$ cat config.mk
export PLATFORM = sky130hd
export DESIGN_NAME = alu_seq_unit_flat
export DESIGN_NICKNAME = d
export VERILOG_FILES = /design/src/rtl/alu_seq_unit_if.sv /design/src/rtl/alu_seq_unit.sv /design/src/flat_wrapper.sv
export SDC_FILE = /design/constraint.sdc
export NUM_CORES = 1
export LEC_CHECK = 0
export BUFFER_PORTS_ARGS = -buffer_cell sky130_fd_sc_hd__buf_2
export CAP_MARGIN = 5
export CORE_MARGIN = 3
export CORE_UTILIZATION = 59
export CTS_CLUSTER_SIZE = 20
export DETAILED_ROUTE_END_ITERATION = 6
export GPL_TIMING_DRIVEN = 0
export PLACE_DENSITY = 0.86
export SYNTH_ARGS = -nofsm -noshare
export SYNTH_HDL_FRONTEND = slang
export SYNTH_SLANG_ARGS = --single-unit
export TNS_END_PERCENT = 100
$ cat constraint.sdc
create_clock -name clk -period 3.9 [get_ports clk]
set_input_delay 0.39 -clock clk [delete_from_list [all_inputs] [get_ports clk]]
set_output_delay 0.39 -clock clk [all_outputs]
set_load 0.005 [all_outputs]
$ cat src/rtl/alu_seq_unit_if.sv
// Operand/result bundle between the control unit and the multi-cycle ALU.
// The control unit drives the master side; the ALU implements the slave side.
interface alu_seq_unit_if #(
    parameter int WIDTH = 16
);
    logic             start;
    logic [2:0]       func_select;
    logic [WIDTH-1:0] x_bus;
    logic [WIDTH-1:0] y_bus;
    logic [WIDTH-1:0] z_bus;
    logic             Zin;
    logic             Vin;
    logic             Sin;
    logic             Cin;
    logic             busy;
    logic             done;

    modport master (
        output start, func_select, x_bus, y_bus,
        input  z_bus, Zin, Vin, Sin, Cin, busy, done
    );

    modport slave (
        input  start, func_select, x_bus, y_bus,
        output z_bus, Zin, Vin, Sin, Cin, busy, done
    );
endinterface

$ cat src/rtl/alu_seq_unit.sv
// Multi-cycle ALU with registered result/flags and start/busy/done handshake.
// Define ALU_MUL_EN to build the WIDTH-cycle shift-add multiplier for opcode 111.
module alu_seq_unit #(
    parameter int WIDTH = 16
) (
    input  logic             clk,
    input  logic             rst,
    alu_seq_unit_if.slave    bus
);
    logic [WIDTH-1:0] x, y;
    logic [WIDTH-1:0] z_q, z_d;
    logic             zf_q, zf_d;
    logic             vf_q, vf_d;
    logic             sf_q, sf_d;
    logic             cf_q, cf_d;
    logic             done_q, done_d;
    logic             busy;
    logic             accept;
    logic             op_go;

    logic [WIDTH:0]   add_w, sub_w;
    logic [WIDTH-1:0] res;
    logic             c_op, v_op, wr_flags;

    assign x      = bus.x_bus;
    assign y      = bus.y_bus;
    assign accept = bus.start & ~busy;

`ifdef ALU_MUL_EN
    localparam int CW = $clog2(WIDTH) + 1;

    typedef enum logic {
        S_IDLE,
        S_MUL
    } state_t;

    state_t             state_q, state_d;
    logic [CW-1:0]      cnt_q, cnt_d;
    logic [2*WIDTH-1:0] mc_q, mc_d;
    logic [2*WIDTH-1:0] acc_q, acc_d;
    logic [2*WIDTH-1:0] acc_step;
    logic [WIDTH-1:0]   mp_q, mp_d;
    logic               mul_go;

    assign busy     = (state_q == S_MUL);
    assign mul_go   = accept & (bus.func_select == 3'b111);
    assign op_go    = accept & ~mul_go;
    assign acc_step = acc_q + (mp_q[0] ? mc_q : '0);
`else
    assign busy  = 1'b0;
    assign op_go = accept;
`endif

    always_comb begin
        add_w    = {1'b0, x} + {1'b0, y};
        sub_w    = {1'b0, x} - {1'b0, y};
        res      = '0;
        c_op     = 1'b0;
        v_op     = 1'b0;
        wr_flags = 1'b1;
        unique case (bus.func_select)
            3'b000: begin
                res  = add_w[WIDTH-1:0];
                c_op = add_w[WIDTH];
                v_op = (x[WIDTH-1] == y[WIDTH-1]) &&
                       (add_w[WIDTH-1] != x[WIDTH-1]);
            end
            3'b001: begin
                res  = sub_w[WIDTH-1:0];
                c_op = sub_w[WIDTH];
                v_op = (x[WIDTH-1] != y[WIDTH-1]) &&
                       (sub_w[WIDTH-1] != x[WIDTH-1]);
            end
            3'b010: res = x & y;
            3'b011: res = x | y;
            3'b100: res = x ^ y;
            3'b101: begin
                res  = {x[WIDTH-2:0], 1'b0};
                c_op = x[WIDTH-1];
                v_op = x[WIDTH-1] ^ x[WIDTH-2];
            end
            3'b110: begin
                res  = {x[WIDTH-1], x[WIDTH-1:1]};
                c_op = x[0];
            end
            3'b111: begin
                // Only reached without the multiplier: zero result, flags kept.
                res      = '0;
                wr_flags = 1'b0;
            end
        endcase
    end

    always_comb begin
        z_d    = z_q;
        zf_d   = zf_q;
        vf_d   = vf_q;
        sf_d   = sf_q;
        cf_d   = cf_q;
        done_d = 1'b0;
`ifdef ALU_MUL_EN
        state_d = state_q;
        cnt_d   = cnt_q;
        mc_d    = mc_q;
        mp_d    = mp_q;
        acc_d   = acc_q;
        unique case (state_q)
            S_IDLE: begin
                if (mul_go) begin
                    state_d = S_MUL;
                    cnt_d   = '0;
                    acc_d   = '0;
                    mc_d    = {{WIDTH{1'b0}}, x};
                    mp_d    = y;
                end
            end
            S_MUL: begin
                acc_d = acc_step;
                mc_d  = mc_q << 1;
                mp_d  = mp_q >> 1;
                cnt_d = cnt_q + CW'(1);
                if (cnt_q == CW'(WIDTH - 1)) begin
                    state_d = S_IDLE;
                    z_d     = acc_step[WIDTH-1:0];
                    zf_d    = (acc_step[WIDTH-1:0] == '0);
                    sf_d    = acc_step[WIDTH-1];
                    cf_d    = |acc_step[2*WIDTH-1:WIDTH];
                    vf_d    = 1'b0;
                    done_d  = 1'b1;
                end
            end
        endcase
`endif
        if (op_go) begin
            z_d    = res;
            done_d = 1'b1;
            if (wr_flags) begin
                zf_d = (res == '0);
                sf_d = res[WIDTH-1];
                cf_d = c_op;
                vf_d = v_op;
            end
        end
    end

    always_ff @(posedge clk) begin
        if (rst) begin
            z_q     <= '0;
            zf_q    <= 1'b0;
            vf_q    <= 1'b0;
            sf_q    <= 1'b0;
            cf_q    <= 1'b0;
            done_q  <= 1'b0;
`ifdef ALU_MUL_EN
            state_q <= S_IDLE;
            cnt_q   <= '0;
            mc_q    <= '0;
            mp_q    <= '0;
            acc_q   <= '0;
`endif
        end else begin
            z_q     <= z_d;
            zf_q    <= zf_d;
            vf_q    <= vf_d;
            sf_q    <= sf_d;
            cf_q    <= cf_d;
            done_q  <= done_d;
`ifdef ALU_MUL_EN
            state_q <= state_d;
            cnt_q   <= cnt_d;
            mc_q    <= mc_d;
            mp_q    <= mp_d;
            acc_q   <= acc_d;
`endif
        end
    end

    assign bus.z_bus = z_q;
    assign bus.Zin   = zf_q;
    assign bus.Vin   = vf_q;
    assign bus.Sin   = sf_q;
    assign bus.Cin   = cf_q;
    assign bus.busy  = busy;
    assign bus.done  = done_q;
endmodule

$ cat src/flat_wrapper.sv
// flat-port wrapper written by rule: the top's interface ports become plain ports
module alu_seq_unit_flat 
#(
    parameter int WIDTH = 16
)
  (clk, rst, bus_start, bus_func_select, bus_x_bus, bus_y_bus, bus_z_bus, bus_Zin, bus_Vin, bus_Sin, bus_Cin, bus_busy, bus_done);
  alu_seq_unit_if #(.WIDTH(WIDTH)) bus_i ();
  input  logic clk;
  input  logic rst;
  input wire logic [$bits(bus_i.start)-1:0] bus_start;
  input wire logic [$bits(bus_i.func_select)-1:0] bus_func_select;
  input wire logic [$bits(bus_i.x_bus)-1:0] bus_x_bus;
  input wire logic [$bits(bus_i.y_bus)-1:0] bus_y_bus;
  output wire logic [$bits(bus_i.z_bus)-1:0] bus_z_bus;
  output wire logic [$bits(bus_i.Zin)-1:0] bus_Zin;
  output wire logic [$bits(bus_i.Vin)-1:0] bus_Vin;
  output wire logic [$bits(bus_i.Sin)-1:0] bus_Sin;
  output wire logic [$bits(bus_i.Cin)-1:0] bus_Cin;
  output wire logic [$bits(bus_i.busy)-1:0] bus_busy;
  output wire logic [$bits(bus_i.done)-1:0] bus_done;
  assign bus_i.start = bus_start;
  assign bus_i.func_select = bus_func_select;
  assign bus_i.x_bus = bus_x_bus;
  assign bus_i.y_bus = bus_y_bus;
  assign bus_z_bus = bus_i.z_bus;
  assign bus_Zin = bus_i.Zin;
  assign bus_Vin = bus_i.Vin;
  assign bus_Sin = bus_i.Sin;
  assign bus_Cin = bus_i.Cin;
  assign bus_busy = bus_i.busy;
  assign bus_done = bus_i.done;
  alu_seq_unit #(.WIDTH(WIDTH)) u_core (.clk(clk), .rst(rst), .bus(bus_i));
endmodule
==> flow_metrics.tcl, run 1 <==
set metrics [dict create \
    syn_area_mm2 0.00392 \
    postCtsResizedCells 0 \
    status "completed" \
    hold_buffers 0 \
    min_path_type "register to register" \
    setup_slack_ns 0.0975 \
    path_cells "buf_2, inv_1, ha_1, fa_1, nor2_1, o221ai_1, a2111oi_1, nor2_1, a2111oi_0, o21ba_2, and4_1, nand4_1, nand2_1" \
    cts_max_level 1 \
    synth_cells 546 \
    die_area_mm2 0.00766 \
    cp-start-kind "input port" \
    max_stage_delay_ns 0.79 \
    drt_iter0_markers 500 \
    async_flop_share 0 \
    period_needed_ns 3.80 \
    min-delay-start "u_core.bus.Sin$_SDFFE_PP0P_" \
    fin_util 0.681 \
    num_antenna_cells 0 \
    die_h_um 87.5 \
    skew_ns 0 \
    startpoint "bus_x_bus[0]" \
    p_leak_nw 1.96 \
    routedWlPerCell_um 20.9 \
    initial_core_util 0.614 \
    end_kind "register" \
    wl_mm 14.3 \
    synth_largest_area_cell "ha_1" \
    syn_to_final_growth_pct 10.9 \
    grt_max_degree 12 \
    synth_nets 634 \
    cts_root_buf "clkbuf_8" \
    synth_top_flop_cell "dfxtp_1" \
    register_area_um2 420 \
    dr.pass1.iters 5 \
    dieWidth_um 87.5 \
    worstSkewPairLatency_ns 0.26 \
    clockBufferDepth 2 \
    grt_first_pass_wirelength_mm 22.2 \
    groute.usage.overall 0.363 \
    multi_input_area_mm2 0.00312 \
    ys.warnings.count 0 \
    clock_sinks 21 \
    num-nets-final 696 \
    final_cell_mix "buf_2, inv_1, ha_1" \
    pwr_density_cell_mw_per_mm2 216 \
    final_common_cell "buf_2" \
    synth_edf_count 0 \
    setup_viol 0 \
    fill_cells 587 \
    vias 4757 \
    numCtsBuffers 3 \
    num_io_pins 60 \
    synth_area_leaders "ha_1, dfxtp_1, a21oi_1" \
    crit_slowest_cell "a2111oi_0" \
    whs_ns 0.454 \
    place_congestion 1.08 \
    crit_family "compound AO/OA/AOI/OAI gates" \
    hold_viol_final 0 \
    final.period_utilization 0.975 \
    antenna_left 0 \
    vias_per_cell 6.95 \
    fmax_mhz 263 \
    tightestPinTransition_ns 0.855 \
    rsz0062_at_grt "false" \
    synth_top_area_share 0.153 \
    coreArea_mm2 0.00639 \
    crit_buf_inv 2 \
    io_buffers 57 \
    peakVddDrop_mv 0.267 \
    drive_gt1_frac 0.160 \
    relSlewSlack 0.415 \
    post_cts_buffers 0 \
    rows 29 \
    avgSynthCellArea_um2 7.18 \
    path_max_fanout 3 \
    crit_required_ns 4.10 \
    place_ws_ns -0.124 \
    antenna_found_initial 0 \
    post_dp_cell_area_mm2 0.00430 \
    ys_ff_latch 21 \
    synth_seq_area_share 0.107 \
    overflow 0 \
    final_area_mm2 0.00435 \
    synth.distinct_cells 82 \
    crit_type "input port to register" \
    tritoncts "yes" \
    route.detailed.drc 0 \
    r2r-start "u_core.bus.Cin$_SDFFE_PP0P_" \
    arrival_ns 4.01 \
    dpl.hpwl_mm 10.9 \
    slew_violations 0 \
    maxCapViolations 0 \
    clk_pin_slew_ns 0.07 \
    cp_common_cell "nor2_1" \
    grt_pass1_vias 4249 \
]
==> tightest hold or removal path: stages (launching register included) <==
cell     delay [ns]
dfxtp_1        0.31
nand2_1        0.05
a21oi_1        0.05
==> logic make-up after synthesis <==
kind of cell,after synthesis,synth area share
adders and majority gates,50,0.163
DFF,21,0.107
other,1,0.000956
AOI/OAI and AO/OA,188,0.336
muxes,16,0.0434
buffers and inverters,92,0.0973
and+or+nand+nor,172,0.238
xor gates and xnor gates,6,0.0134
==> cells in the mapped netlist (4+ instances only) <==
| cell | number |
|---|---|
| inv_1 | 52 |
| ha_1 | 48 |
| nor2_1 | 43 |
| a21oi_1 | 39 |
| o21ai_0 | 35 |
| nand2_1 | 31 |
| a211oi_1 | 22 |
| dfxtp_1 | 21 |
| clkbuf_1 | 18 |
| nor3_1 | 17 |
| buf_2 | 11 |
| mux2i_1 | 11 |
| nand2b_1 | 10 |
| nor2b_1 | 10 |
| nand3_1 | 9 |
| a221oi_1 | 8 |
| a21o_1 | 6 |
| a22oi_1 | 6 |
| a31oi_1 | 6 |
| nand3b_1 | 6 |
| a221o_1 | 5 |
| o2111ai_1 | 5 |
| o211ai_1 | 5 |
| xnor2_1 | 5 |
| and2_1 | 4 |
| and4_1 | 4 |
| buf_1 | 4 |
| nand4_1 | 4 |
| o21bai_1 | 4 |
| o221ai_1 | 4 |
| o31ai_1 | 4 |
| o32ai_1 | 4 |
| or3_1 | 4 |
| or4_1 | 4 |
==> registers in the layout (all words and copies together), names as in the netlist <==
register	count
u_core.bus.done	1
u_core.bus.Cin	1
u_core.bus.z_bus	16
u_core.bus.Vin	1
u_core.bus.Zin	1
u_core.bus.Sin	1
==> power breakdown <==
group          switching [mW]  total [mW]  leakage, nW  internal, mW
clock network          0.0659       0.139       0.0228        0.0728
logic                   0.353       0.561         1.76         0.208
registers             0.00789       0.239        0.173         0.232
==> per-layer routing <==
| metal | part of all wire | GRT usage | vias to the layer above |
|---|---|---|---|
| li1 | - | - | 2148 |
| met1 | 0.39 | 0.492 | 2157 |
| met2 | 0.44 | 0.576 | 378 |
| met3 | 0.13 | 0.0536 | 74 |
| met4 | 0.043 | 0.145 | 0 |
| met5 | 0 | 0 | - |
==> through the flow <==
step           total power [mW]  TNS [ns]  instances
6_report                  0.939         0        684
2_1_floorplan             0.609         0        546
3_5_place_dp              0.779    -0.124        680
4_1_cts                   0.916         0        684
3_3_place_gp              0.770   -0.0142        680
5_1_grt                   0.992         0        684
==> cell type report <==
class	count	area share
clock buffer	4	0.0104
multi-input combinational	433	0.718
timing repair buffer	57	0.0656
sequential	21	0.0966
inverter	55	0.0475
tap	77	0.0221
buffer	37	0.0403
==> path summary, 6_finish.rpt <==
path	to	slack [ns]	cells past startpoint
worst min register to register	u_core.bus.Sin$_SDFFE_PP0P_	0.45	2
worst max-delay path	u_core.bus.Zin$_SDFFE_PP0P_	0.1	13
worst max register to register	u_core.bus.Cin$_SDFFE_PP0P_	2.87	4
worst min-delay path	u_core.bus.Sin$_SDFFE_PP0P_	0.45	2
No activity file was read; power rests on OpenSTA's default activity.
==> run 2: changes to the inputs <==
- ABC_AREA: default -> 1
- ABC_CLOCK_PERIOD_IN_PS: default -> 3900
==> flow_metrics.tcl, run 2 <==
set metrics [dict create \
    initial_core_util 0.628 \
    dieWidth_um 86.8 \
    tritoncts "yes" \
    maxCapViolations 0 \
    cts_max_level 1 \
    async_flop_share 0 \
    cp_common_cell "nand3_1" \
    p_total_mw 0.880 \
    numCtsBuffers 3 \
    syn_to_final_growth_pct 10.8 \
    grt_max_degree 12 \
    arrival_ns 2.66 \
    pwr_density_cell_mw_per_mm2 206 \
    setup_viol 0 \
    clockBufferDepth 2 \
    coreArea_mm2 0.00613 \
    num_antenna_cells 0 \
    synth_seq_area_share 0.109 \
    synth_top_area_share 0.162 \
    groute.usage.overall 0.328 \
    yosys-top-cells-count "nand2_1, inv_1, nor2_1, nand3_1, ha_1" \
    dpl.hpwl_mm 9.84 \
    antenna_found_initial 0 \
    crit_buf_inv 3 \
    place_congestion 1.02 \
    hold_viol_final 0 \
    skew_ns 0 \
    cts_root_buf "clkbuf_8" \
    crit_family "simple AND/OR/NAND/NOR gates" \
    overflow 0 \
    routedWlPerCell_um 15.1 \
    synth_cells 673 \
    ys_ff_latch 21 \
    dr.pass1.iters 7 \
    syn_area_mm2 0.00385 \
    r2r_slack_ns 3.17 \
    final_common_cell "nand2_1" \
    rsz0062_at_grt "false" \
    ys.warnings.count 0 \
    multi_input_area_mm2 0.00283 \
    vias_per_cell 5.76 \
    tns_ns 0 \
    crit_slowest_cell "fa_1" \
    antenna_left 0 \
    cp-start-kind "input port" \
    largest_reg_flops 16 \
    rows 28 \
    path_cells "buf_2, inv_1, ha_1, fa_1, inv_1, nand2_1, nand2_1, nand3_1, nand3_1, nand2_1, nor2_1, nand3_1, nor2_1, nand3_1, nor2_1, nand4_1, a21oi_1" \
    crit_type "input port to register" \
    fill_cells 598 \
    die_h_um 86.8 \
    clock_sinks 21 \
    wl_mm 12.2 \
    place_ws_ns 1.21 \
    relSlewSlack 0.652 \
    post_cts_buffers 0 \
    grt_pass1_vias 4283 \
    route.detailed.drc 8 \
    peakVddDrop_mv 0.392 \
    tightestPinTransition_ns 0.519 \
    die_area_mm2 0.00753 \
    worstSkewPairLatency_ns 0.25 \
    synth_area_leaders "nand2_1, ha_1, dfxtp_1" \
    status "finished, violations left" \
    synth_largest_area_cell "nand2_1" \
    synth_most_common_cell "nand2_1" \
    fmax_mhz 404 \
    clk_pin_slew_ns 0.07 \
    register_area_um2 420 \
    avgSynthCellArea_um2 5.72 \
    period_needed_ns 2.48 \
    end_kind "register" \
    final_cell_mix "nand2_1, inv_1, nor2_1" \
    hold_buffers 0 \
    path_max_fanout 3 \
    synth_top_flop_cell "dfxtp_1" \
    io_buffers 55 \
    num-nets-final 821 \
    crit_required_ns 4.09 \
    setup_slack_ns 1.42 \
    drt_iter0_markers 462 \
    fin_util 0.696 \
    synth_edf_count 0 \
    drive_gt1_frac 0.139 \
    postCtsResizedCells 0 \
    min_path_type "register to register" \
    p_leak_nw 2.43 \
    max_stage_delay_ns 0.42 \
    vias 4651 \
    num_io_pins 60 \
    final.period_utilization 0.635 \
    synth_nets 761 \
    slew_violations 0 \
    synth.distinct_cells 38 \
    violations "DRC" \
    grt_first_pass_wirelength_mm 20.0 \
]
[run 2: logic make-up after synthesis]
kind of cell,after synthesis,synth area share
AOI/OAI and AO/OA,108,0.155
xor gates and xnor gates,5,0.0114
adders and majority gates,50,0.166
buffers and inverters,142,0.156
DFF,21,0.109
other,1,0.000974
and+or+nand+nor,346,0.401
[run 2: path summary, 6_finish.rpt]
path	depth (start not counted)	from	end
hold / removal	2	u_core.bus.z_bus[15]$_SDFFE_PP0P_	u_core.bus.z_bus[15]$_SDFFE_PP0P_
setup / recovery	17	bus_x_bus[0]	u_core.bus.Zin$_SDFFE_PP0P_
hold reg to reg	2	u_core.bus.z_bus[15]$_SDFFE_PP0P_	u_core.bus.z_bus[15]$_SDFFE_PP0P_
setup reg to reg	4	u_core.bus.z_bus[7]$_SDFFE_PP0P_	u_core.bus.z_bus[7]$_SDFFE_PP0P_
[run 2: per-stage QoR]
step | instance area (µm²) | hold WS (ns) | cells
floorplan | 3850 | 0.460 | 673
global placement | 4220 | 0.451 | 803
detailed placement | 4220 | 0.452 | 803
CTS | 4270 | 0.459 | 807
global route | 4270 | 0.491 | 807
finish | 4270 | 0.461 | 807
[run 2: cell type report]
| cell class | instances | share of cell area |
|---|---|---|
| Buffer | 25 | 0.0364 |
| Clock buffer | 4 | 0.0106 |
| Inverter | 117 | 0.105 |
| Multi-Input combinational cell | 510 | 0.663 |
| Sequential cell | 21 | 0.0986 |
| Tap cell | 75 | 0.0220 |
| Timing Repair Buffer | 55 | 0.0645 |
[run 2: report_power, final]
part           total [mW]  leakage (nW)  internal [mW]  switching [mW]
clock network       0.137        0.0228         0.0726          0.0639
registers           0.237         0.173          0.230         0.00683
logic               0.506          2.23          0.169           0.337
total               0.880          2.43          0.472           0.408
[run 2: worst reg2reg max path: stages (launching register included)]
cell,delay (ns)
dfxtp_1,0.32
nor2_1,0.12
nor2_1,0.05
o21ai_0,0.09
inv_1,0.05
[run 2: metal layers]
metal,wire [µm],GRT usage,vias to the layer above
met5,0,0,-
met4,264,0.0892,0
met3,1310,0.0513,22
met2,5480,0.544,273
met1,5160,0.438,2078
li1,-,-,2278
